$ cat config.mk
export PLATFORM = sky130hd
export DESIGN_NAME = avalon_mm_arbiter
export DESIGN_NICKNAME = d
export VERILOG_FILES = /design/src/rtl/avalon_mm_arbiter.sv
export SDC_FILE = /design/constraint.sdc
export NUM_CORES = 1
export LEC_CHECK = 0
export ABC_AREA = 1
export ABC_CLOCK_PERIOD_IN_PS = 2580
export BUFFER_PORTS_ARGS = -buffer_cell sky130_fd_sc_hd__buf_2
export CAP_MARGIN = 20
export CORE_AREA = 2 2 163 165
export DETAILED_ROUTE_END_ITERATION = 10
export DIE_AREA = 0 0 165 167
export PLACE_DENSITY_LB_ADDON = 0.2
export SKIP_CTS_REPAIR_TIMING = 1
export SLEW_MARGIN = 10
export SYNTH_ARGS = -nofsm -noshare
export SYNTH_HDL_FRONTEND = slang
export SYNTH_SLANG_ARGS = --single-unit
$ cat constraint.sdc
create_clock -name clk -period 2.58 [get_ports clk]
set_input_delay 0.258 -clock clk [delete_from_list [all_inputs] [get_ports clk]]
set_output_delay 0.258 -clock clk [all_outputs]
set_load 0.1 [all_outputs]
$ cat src/rtl/avalon_mm_arbiter.sv
// avalon_mm_arbiter
// Three-master to one-slave Avalon-MM arbiter for the main-memory port.
// Master 0 = debug host, 1 = dbus, 2 = ibus. A grant is held for one whole
// Avalon transfer, from the command until the slave drops waitrequest.
// The slave-side command is a pure mux of the registered one-hot grant.
//
// Build option:
//   ARBITER_RR_EN  defined   -> round-robin arbitration with a pointer register
//                  undefined -> fixed priority 0 > 1 > 2, no pointer
// Under both policies the master that just finished is skipped when the
// next winner is picked in its completion cycle.

module avalon_mm_arbiter #(
    parameter int AW = 32,
    parameter int DW = 32
) (
    input  logic              clk,
    input  logic              rst_n,

    // master 0: debug host
    input  logic              m0_read,
    input  logic              m0_write,
    input  logic [AW-1:0]     m0_address,
    input  logic [DW/8-1:0]   m0_byte_enable,
    input  logic [DW-1:0]     m0_writedata,
    output logic [DW-1:0]     m0_readdata,
    output logic              m0_waitrequest,

    // master 1: core data bus
    input  logic              m1_read,
    input  logic              m1_write,
    input  logic [AW-1:0]     m1_address,
    input  logic [DW/8-1:0]   m1_byte_enable,
    input  logic [DW-1:0]     m1_writedata,
    output logic [DW-1:0]     m1_readdata,
    output logic              m1_waitrequest,

    // master 2: core instruction bus
    input  logic              m2_read,
    input  logic              m2_write,
    input  logic [AW-1:0]     m2_address,
    input  logic [DW/8-1:0]   m2_byte_enable,
    input  logic [DW-1:0]     m2_writedata,
    output logic [DW-1:0]     m2_readdata,
    output logic              m2_waitrequest,

    // slave port
    output logic              s_read,
    output logic              s_write,
    output logic [AW-1:0]     s_address,
    output logic [DW/8-1:0]   s_byte_enable,
    output logic [DW-1:0]     s_writedata,
    input  logic [DW-1:0]     s_readdata,
    input  logic              s_waitrequest,

    // debug view of the current owner
    output logic [2:0]        grant
);

    typedef enum logic {
        IDLE = 1'b0,
        BUSY = 1'b1
    } state_e;

    state_e     state_q;
    logic [2:0] grant_q;

    logic [2:0] req;          // per-master request, bit i = master i
    logic       owner_req;    // granted master still holds its command
    logic [2:0] cand;         // masters eligible in this arbitration cycle
    logic [2:0] winner;       // one-hot arbitration result, 0 if nobody eligible

    assign req       = {m2_read | m2_write, m1_read | m1_write, m0_read | m0_write};
    assign owner_req = |(req & grant_q);

    // Lowest index wins; also used on the rotated vector for round-robin.
    function automatic logic [2:0] pick_fixed(input logic [2:0] c);
        if (c[0])      pick_fixed = 3'b001;
        else if (c[1]) pick_fixed = 3'b010;
        else if (c[2]) pick_fixed = 3'b100;
        else           pick_fixed = 3'b000;
    endfunction

`ifdef ARBITER_RR_EN
    logic [1:0] ptr_q;
    logic [1:0] ptr_d;

    // Rotate so the pointer master sits at bit 0, pick lowest, rotate back.
    function automatic logic [2:0] pick_rr(input logic [2:0] c, input logic [1:0] p);
        logic [2:0] rot;
        logic [2:0] sel;
        case (p)
            2'd1:    rot = {c[0], c[2], c[1]};
            2'd2:    rot = {c[1], c[0], c[2]};
            default: rot = c;
        endcase
        sel = pick_fixed(rot);
        case (p)
            2'd1:    pick_rr = {sel[1], sel[0], sel[2]};
            2'd2:    pick_rr = {sel[0], sel[2], sel[1]};
            default: pick_rr = sel;
        endcase
    endfunction
`endif

    // Arbitration: all requesters from IDLE, everyone but the owner on handover.
    always_comb begin
        // NOTE: every always_comb output gets a value before any branch; a path
        // that leaves one unassigned turns it into a latch.
        cand = (state_q == BUSY) ? (req & ~grant_q) : req;
`ifdef ARBITER_RR_EN
        winner = pick_rr(cand, ptr_q);
`else
        winner = pick_fixed(cand);
`endif
    end

`ifdef ARBITER_RR_EN
    // Next pointer is the master after the winner, modulo three.
    always_comb begin
        ptr_d = ptr_q;
        case (winner)
            3'b001:  ptr_d = 2'd1;
            3'b010:  ptr_d = 2'd2;
            3'b100:  ptr_d = 2'd0;
            default: ptr_d = ptr_q;
        endcase
    end
`endif

    // Grant FSM: latch a winner, hold it for the transfer, hand over or idle.
    always_ff @(posedge clk or negedge rst_n) begin
        // NOTE: state registers use non-blocking assignments so every flop
        // samples the pre-edge values regardless of statement order.
        if (!rst_n) begin
            state_q <= IDLE;
            grant_q <= 3'b000;
`ifdef ARBITER_RR_EN
            ptr_q   <= 2'd0;
`endif
        end else begin
            case (state_q)
                IDLE: begin
                    if (|winner) begin
                        state_q <= BUSY;
                        grant_q <= winner;
`ifdef ARBITER_RR_EN
                        ptr_q   <= ptr_d;
`endif
                    end
                end
                BUSY: begin
                    if (!owner_req) begin
                        // owner abandoned its command: give the port up
                        state_q <= IDLE;
                        grant_q <= 3'b000;
                    end else if (!s_waitrequest) begin
                        if (|winner) begin
                            // zero-latency handover to another requester
                            grant_q <= winner;
`ifdef ARBITER_RR_EN
                            ptr_q   <= ptr_d;
`endif
                        end else begin
                            state_q <= IDLE;
                            grant_q <= 3'b000;
                        end
                    end
                end
                default: begin
                    state_q <= IDLE;
                    grant_q <= 3'b000;
                end
            endcase
        end
    end

    // Slave command: AND-OR mux of the granted master, all zero when idle.
    always_comb begin
        s_read        = |(grant_q & {m2_read, m1_read, m0_read});
        s_write       = |(grant_q & {m2_write, m1_write, m0_write});
        s_address     = ({AW{grant_q[0]}} & m0_address)
                      | ({AW{grant_q[1]}} & m1_address)
                      | ({AW{grant_q[2]}} & m2_address);
        s_byte_enable = ({(DW/8){grant_q[0]}} & m0_byte_enable)
                      | ({(DW/8){grant_q[1]}} & m1_byte_enable)
                      | ({(DW/8){grant_q[2]}} & m2_byte_enable);
        s_writedata   = ({DW{grant_q[0]}} & m0_writedata)
                      | ({DW{grant_q[1]}} & m1_writedata)
                      | ({DW{grant_q[2]}} & m2_writedata);
    end

    // Response routing: only the owner sees the slave, the others are stalled.
    always_comb begin
        m0_waitrequest = grant_q[0] ? s_waitrequest : 1'b1;
        m1_waitrequest = grant_q[1] ? s_waitrequest : 1'b1;
        m2_waitrequest = grant_q[2] ? s_waitrequest : 1'b1;
        m0_readdata    = grant_q[0] ? s_readdata : '0;
        m1_readdata    = grant_q[1] ? s_readdata : '0;
        m2_readdata    = grant_q[2] ? s_readdata : '0;
    end

    assign grant = grant_q;

endmodule

==> impl_metrics.csv, run 1 <==
group,metric,value,unit
placement,hpwl,11800,um
yosys,yosysWarnings,0,
floorplanning,row_count,59,
placement,port_buffers,416,
route,remaining_drc_errors,0,
sta,relSlewSlack,0.662,
floorplanning,initial_core_util,0.0906,
route,ant_nets,0,
clock_tree,cts_made_buffers,3,
floorplanning,fp.dieArea,0.0276,sq mm
job,max-cap-violations,0,
sta,tightest_slew,0.511,ns
yosys,yosysTopAreaCellShare,0.515,
worst_hold_path,hp-class,"in2async",
route,viasPerCell,3.60,
sta,setup_viol,0,
yosys,ys_ff_latch,4,
grt,grt_pass1_wl,20500,um
clock_tree,h-tree-depth,1,
critical_path,start_kind,"flop",
yosys,ys_seq_area_frac,0.0429,
sta,hold_viol_final,0,
sta,drv_slew,0,
grt,grt.overflow.total,0,
critical_path,end_kind,"primary output",
critical_path,crit_path_max_incr_delay,0.67,ns
yosys,synth_area,0.00233,sq mm
sta,period_share,0.799,
clock_tree,clk_pin_slew_worst_paths,0.03,ns
yosys,ys_types,17,
layout,final_common_cell,"buf_2",
critical_path,cpMaxStageDelayCell,"dfrtp_4",
yosys,synth_cells,551,
clock_tree,cts.path.max_buffers,2,
sta,min_period,2.06,ns
layout,fillers,3044,
grt,track_usage,0.0929,
yosys,syn_nets,796,
layout,final_cell_mix,"416 x buf_2, 320 x nand2_1, 100 x inv_1",
route,drt_wl_total,13900,um
grt,grt_pass1_vias,4396,
critical_path,crit_fanout,38,
floorplanning,core_area,0.0258,sq mm
floorplanning,pin_count,417,
sta,clock_skew,0.00343,ns
yosys,synth_area_leader_cell,"nand2_1",
layout,final_nets,1188,
critical_path,criticalPathCategory,"reg2out",
route,wl_per_cell,10.9,um
route,drt-pass1-iter-count,4,
sta,fmax,485,MHz
clock_tree,insertion_delay,0.23,ns
route,vias,4598,
sta,rsz0062_at_grt,"no",
grt,grt_max_degree,60,
yosys,synthTopCellsByArea,"nand2_1 51%, inv_1 16%, nand3_1 15%",
grt,antenna_found_initial,1,
route,drt_iter0_drc,202,
sta,tns,0,ns
floorplanning,die_h,167,um
layout,drive_above_1_share,0.464,
layout,n_antenna_cell,0,
placement,gp_congestion,0.808,
critical_path,path_cells,"buf_12 -> nand2_1 -> nand3_1 -> buf_2",
layout,syn_to_final_growth,109,%
critical_path,required,2.32,ns
yosys,synth.avg_cell_area,4.24,sq um
floorplanning,die_x,165,um
clock_tree,cts_tree,"yes",
critical_path,crit_arrival,1.80,ns
clock_tree,cts_sinks,4,
clock_tree,cts-root-buf,"clkbuf_16",
status,status,"complete, no violations",
## cells in the mapped netlist, drive strengths merged
cell type,instances
nand3,72
buf,28
nand4,1
clkbuf,8
inv,101
nand2,325
o21ai,8
dfrtp,4
nor2,4
## per-stage QoR
stage / hold WS (ns) / area (sq um) / util / instances / worst slack [ns]
floorplan: -0.0376 / 2330 / - / 551 / 0.0353
CTS: -0.167 / 4860 / 0.189 / 1276 / 0.496
global placement: 0.0710 / 4780 / 0.186 / 1272 / 0.742
finish: 0.422 / 4870 / 0.189 / 1277 / 0.519
global route: 0.452 / 4870 / 0.189 / 1277 / 0.426
detailed placement: 0.0735 / 4780 / 0.186 / 1272 / 0.747
## sequential cells by signal, summed over array words and instances, names as in the netlist
| name | flops |
|---|---|
| grant | 3 |
| state_q | 1 |
## per-layer routing
metal  routed length (um)  GRT usage
met3                 1350     0.0120
met1                 4640     0.0860
met4                  276     0.0336
met2                 7630      0.198
met5                   16          0
## logic make-up (layout without fill, tap and decap cells)
kind of cell | Yosys count | after routing | share of synthesized area
compound gates | 8 | 8 | 0.0204
buf+inv | 137 | 528 | 0.242
flops | 4 | 4 | 0.0429
simple gates | 402 | 402 | 0.695
## final timing paths
| check | from | to | slack, ns | cells past startpoint |
|---|---|---|---|---|
| min reg2reg | state_q$_DFF_PN0_ | state_q$_DFF_PN0_ | 0.73 | 4 |
| min | rst_n | grant[2]$_DFFE_PN0P_ | 0.42 | 2 |
| max in group asynchronous | rst_n | grant[1]$_DFFE_PN0P_ | 2.02 | 2 |
| max | grant[0]$_DFFE_PN0P_ | s_writedata[22] | 0.52 | 4 |
| min in group clk | m1_write | state_q$_DFF_PN0_ | 0.45 | 5 |
| max reg2reg | grant[0]$_DFFE_PN0P_ | grant[2]$_DFFE_PN0P_ | 0.95 | 7 |
## worst max-delay path: cells and delay by family (launching register included)
| kind | cells | cell delay, ns |
|---|---|---|
| buf+inv | 2 | 0.70 |
| flops | 1 | 0.67 |
| simple gates | 2 | 0.19 |
## final cells by class
type                            count  area [sq um]  share of cell area
Tap cell                          335           419              0.0861
Inverter                          101           379              0.0779
Multi-Input combinational cell    410          1670               0.343
Sequential cell                     4           111              0.0229
Clock buffer                        4          78.8              0.0162
Timing Repair Buffer              423          2210               0.454
Power of run 1 is left out: the tool's default activity adds up to more than one toggle a clock period on the data nets, which glitch-free logic cannot reach.
==> inputs of run 2 (changes only) <==
Settings changed: ABC_CLOCK_PERIOD_IN_PS 2580 to 1900, CORE_AREA 2 2 163 165 to 2 2 164 166, DIE_AREA 0 0 165 167 to 0 0 166 168.
Clock period 2.58 ns to 1.9 ns, I/O delays scaled along.
==> run 2 against run 1 <==
First-iteration DRC count down 38%. Die area up 1.2%. Core utilization up 12 points. Clock skew up 0.00090 ns. Largest cell class unchanged.
==> impl_metrics.csv, run 2 (synthesized netlist as in run 1, its figures left out) <==
group,metric,value,unit
clock_tree,cts_made_buffers,3,
status,status,"complete, no violations",
critical_path,ff2ff_path_depth,6,
placement,gp_congestion,0.809,
critical_path,cpMaxStageDelayCell,"dfrtp_4",
critical_path,path_cells,"buf_12 -> nand2_1 -> nand3_2 -> buf_12",
floorplanning,fp.dieArea,0.0279,sq mm
sta,tns,0,ns
grt,track_usage,0.111,
sta,min_period,1.72,ns
sta,clock_skew,0.00433,ns
critical_path,path_depth,4,
route,wl_per_cell,12.7,um
sta,fmax,583,MHz
sta,hold_viol_final,0,
route,remaining_drc_errors,0,
grt,antenna_found_initial,2,
grt,grt_pass1_wl,24900,um
clock_tree,cts_tree,"yes",
critical_path,crit_family,"flip-flops",
floorplanning,die_h,168,um
floorplanning,row_count,60,
placement,port_buffers,416,
clock_tree,cts.path.max_buffers,2,
critical_path,crit_arrival,1.53,ns
floorplanning,pin_count,417,
layout,drive_above_1_share,0.644,
critical_path,crit_path_max_incr_delay,0.57,ns
sta,relSlewSlack,0.680,
clock_tree,cts-root-buf,"clkbuf_16",
clock_tree,h-tree-depth,1,
floorplanning,initial_core_util,0.0886,
placement,hpwl,14200,um
grt,grt_pass1_vias,4595,
route,drt_wl_total,16300,um
sta,period_share,0.903,
critical_path,criticalPathCategory,"reg2out",
grt,grt.overflow.total,0,
critical_path,crit_top_cell,"buf_12",
sta,rsz0062_at_grt,"no",
clock_tree,cts_sinks,4,
grt,grt_max_degree,79,
clock_tree,insertion_delay,0.23,ns
critical_path,crit_fanout,42,
route,drt_iter0_drc,126,
layout,largest_reg_flops,3,
route,ant_nets,0,
route,drt-pass1-iter-count,4,
layout,fillers,2803,
job,max-cap-violations,0,
layout,final_common_cell,"nand2_1",
sta,tightest_slew,0.483,ns
sta,setup_viol,0,
critical_path,end_kind,"primary output",
layout,final_cell_mix,"317 x nand2_1, 247 x buf_2, 175 x buf_12",
floorplanning,die_x,166,um
route,viasPerCell,3.67,
layout,final_nets,1190,
worst_hold_path,hp-class,"in2async",
critical_path,start_kind,"flop",
route,vias,4729,
critical_path,required,1.71,ns
floorplanning,core_area,0.0264,sq mm
sta,drv_slew,0,
critical_path,crit_buf_inv,2,
clock_tree,clk_pin_slew_worst_paths,0.04,ns
layout,syn_to_final_growth,249,%
[run 2: cell types whose count changed in the layout (fill, tap and decap cells not counted), sizes merged]
cell      delta
buf          +2
clkinvlp    +96
inv         -96
diode        +2
[run 2: stage by stage]
step	utilization	cell area (sq um)	hold WS (ns)	worst slack, ns	std cells
2_1_floorplan	-	3060	-0.106	0.0337	551
3_3_place_gp	0.306	8060	0.00918	0.405	1280
3_5_place_dp	0.306	8060	0.0157	0.417	1280
4_1_cts	0.309	8140	-0.229	0.158	1284
5_1_grt	0.309	8150	0.368	0.124	1285
6_report	0.309	8150	0.328	0.185	1287
[run 2: routing by layer]
metal | vias up | wire (um) | share of wire | track usage
met5 | - | 0 | 0 | 0
met1 | 2061 | 6580 | 0.40 | 0.132
met2 | 267 | 8140 | 0.50 | 0.201
met4 | 0 | 194 | 0.012 | 0.0200
li1 | 2389 | - | - | -
met3 | 12 | 1420 | 0.087 | 0.0334
[run 2: layout make-up]
| cell class | count | area (sq um) | area share |
|---|---|---|---|
| sequential | 4 | 111 | 0.0137 |
| multi-input combinational | 410 | 2030 | 0.249 |
| inverter | 101 | 739 | 0.0907 |
| timing repair buffer | 425 | 4760 | 0.584 |
| clock buffer | 4 | 78.8 | 0.00967 |
| antenna | 2 | 5.00 | 0.000614 |
| tap | 341 | 427 | 0.0523 |
[run 2: worst paths after layout]
path                       slack [ns]            startpoint                    to
min                              0.33                 rst_n  grant[2]$_DFFE_PN0P_
max in group asynchronous        1.42                 rst_n  grant[0]$_DFFE_PN0P_
max                              0.18  grant[1]$_DFFE_PN0P_         s_address[21]
min in group clk                 0.36              m1_write     state_q$_DFF_PN0_
min reg2reg                      0.61  grant[2]$_DFFE_PN0P_  grant[2]$_DFFE_PN0P_
max reg2reg                      0.52  grant[2]$_DFFE_PN0P_     state_q$_DFF_PN0_
[run 2: worst reg2reg max path: cells and delay by family, from the launching register on]
family	cells	cell delay (ns)
AO/OA/AOI/OAI	2	0.27
AND/OR/NAND/NOR	2	0.20
buffers and inverters	2	0.36
flip-flops	1	0.44
Power of run 2 is left out for the same reason.
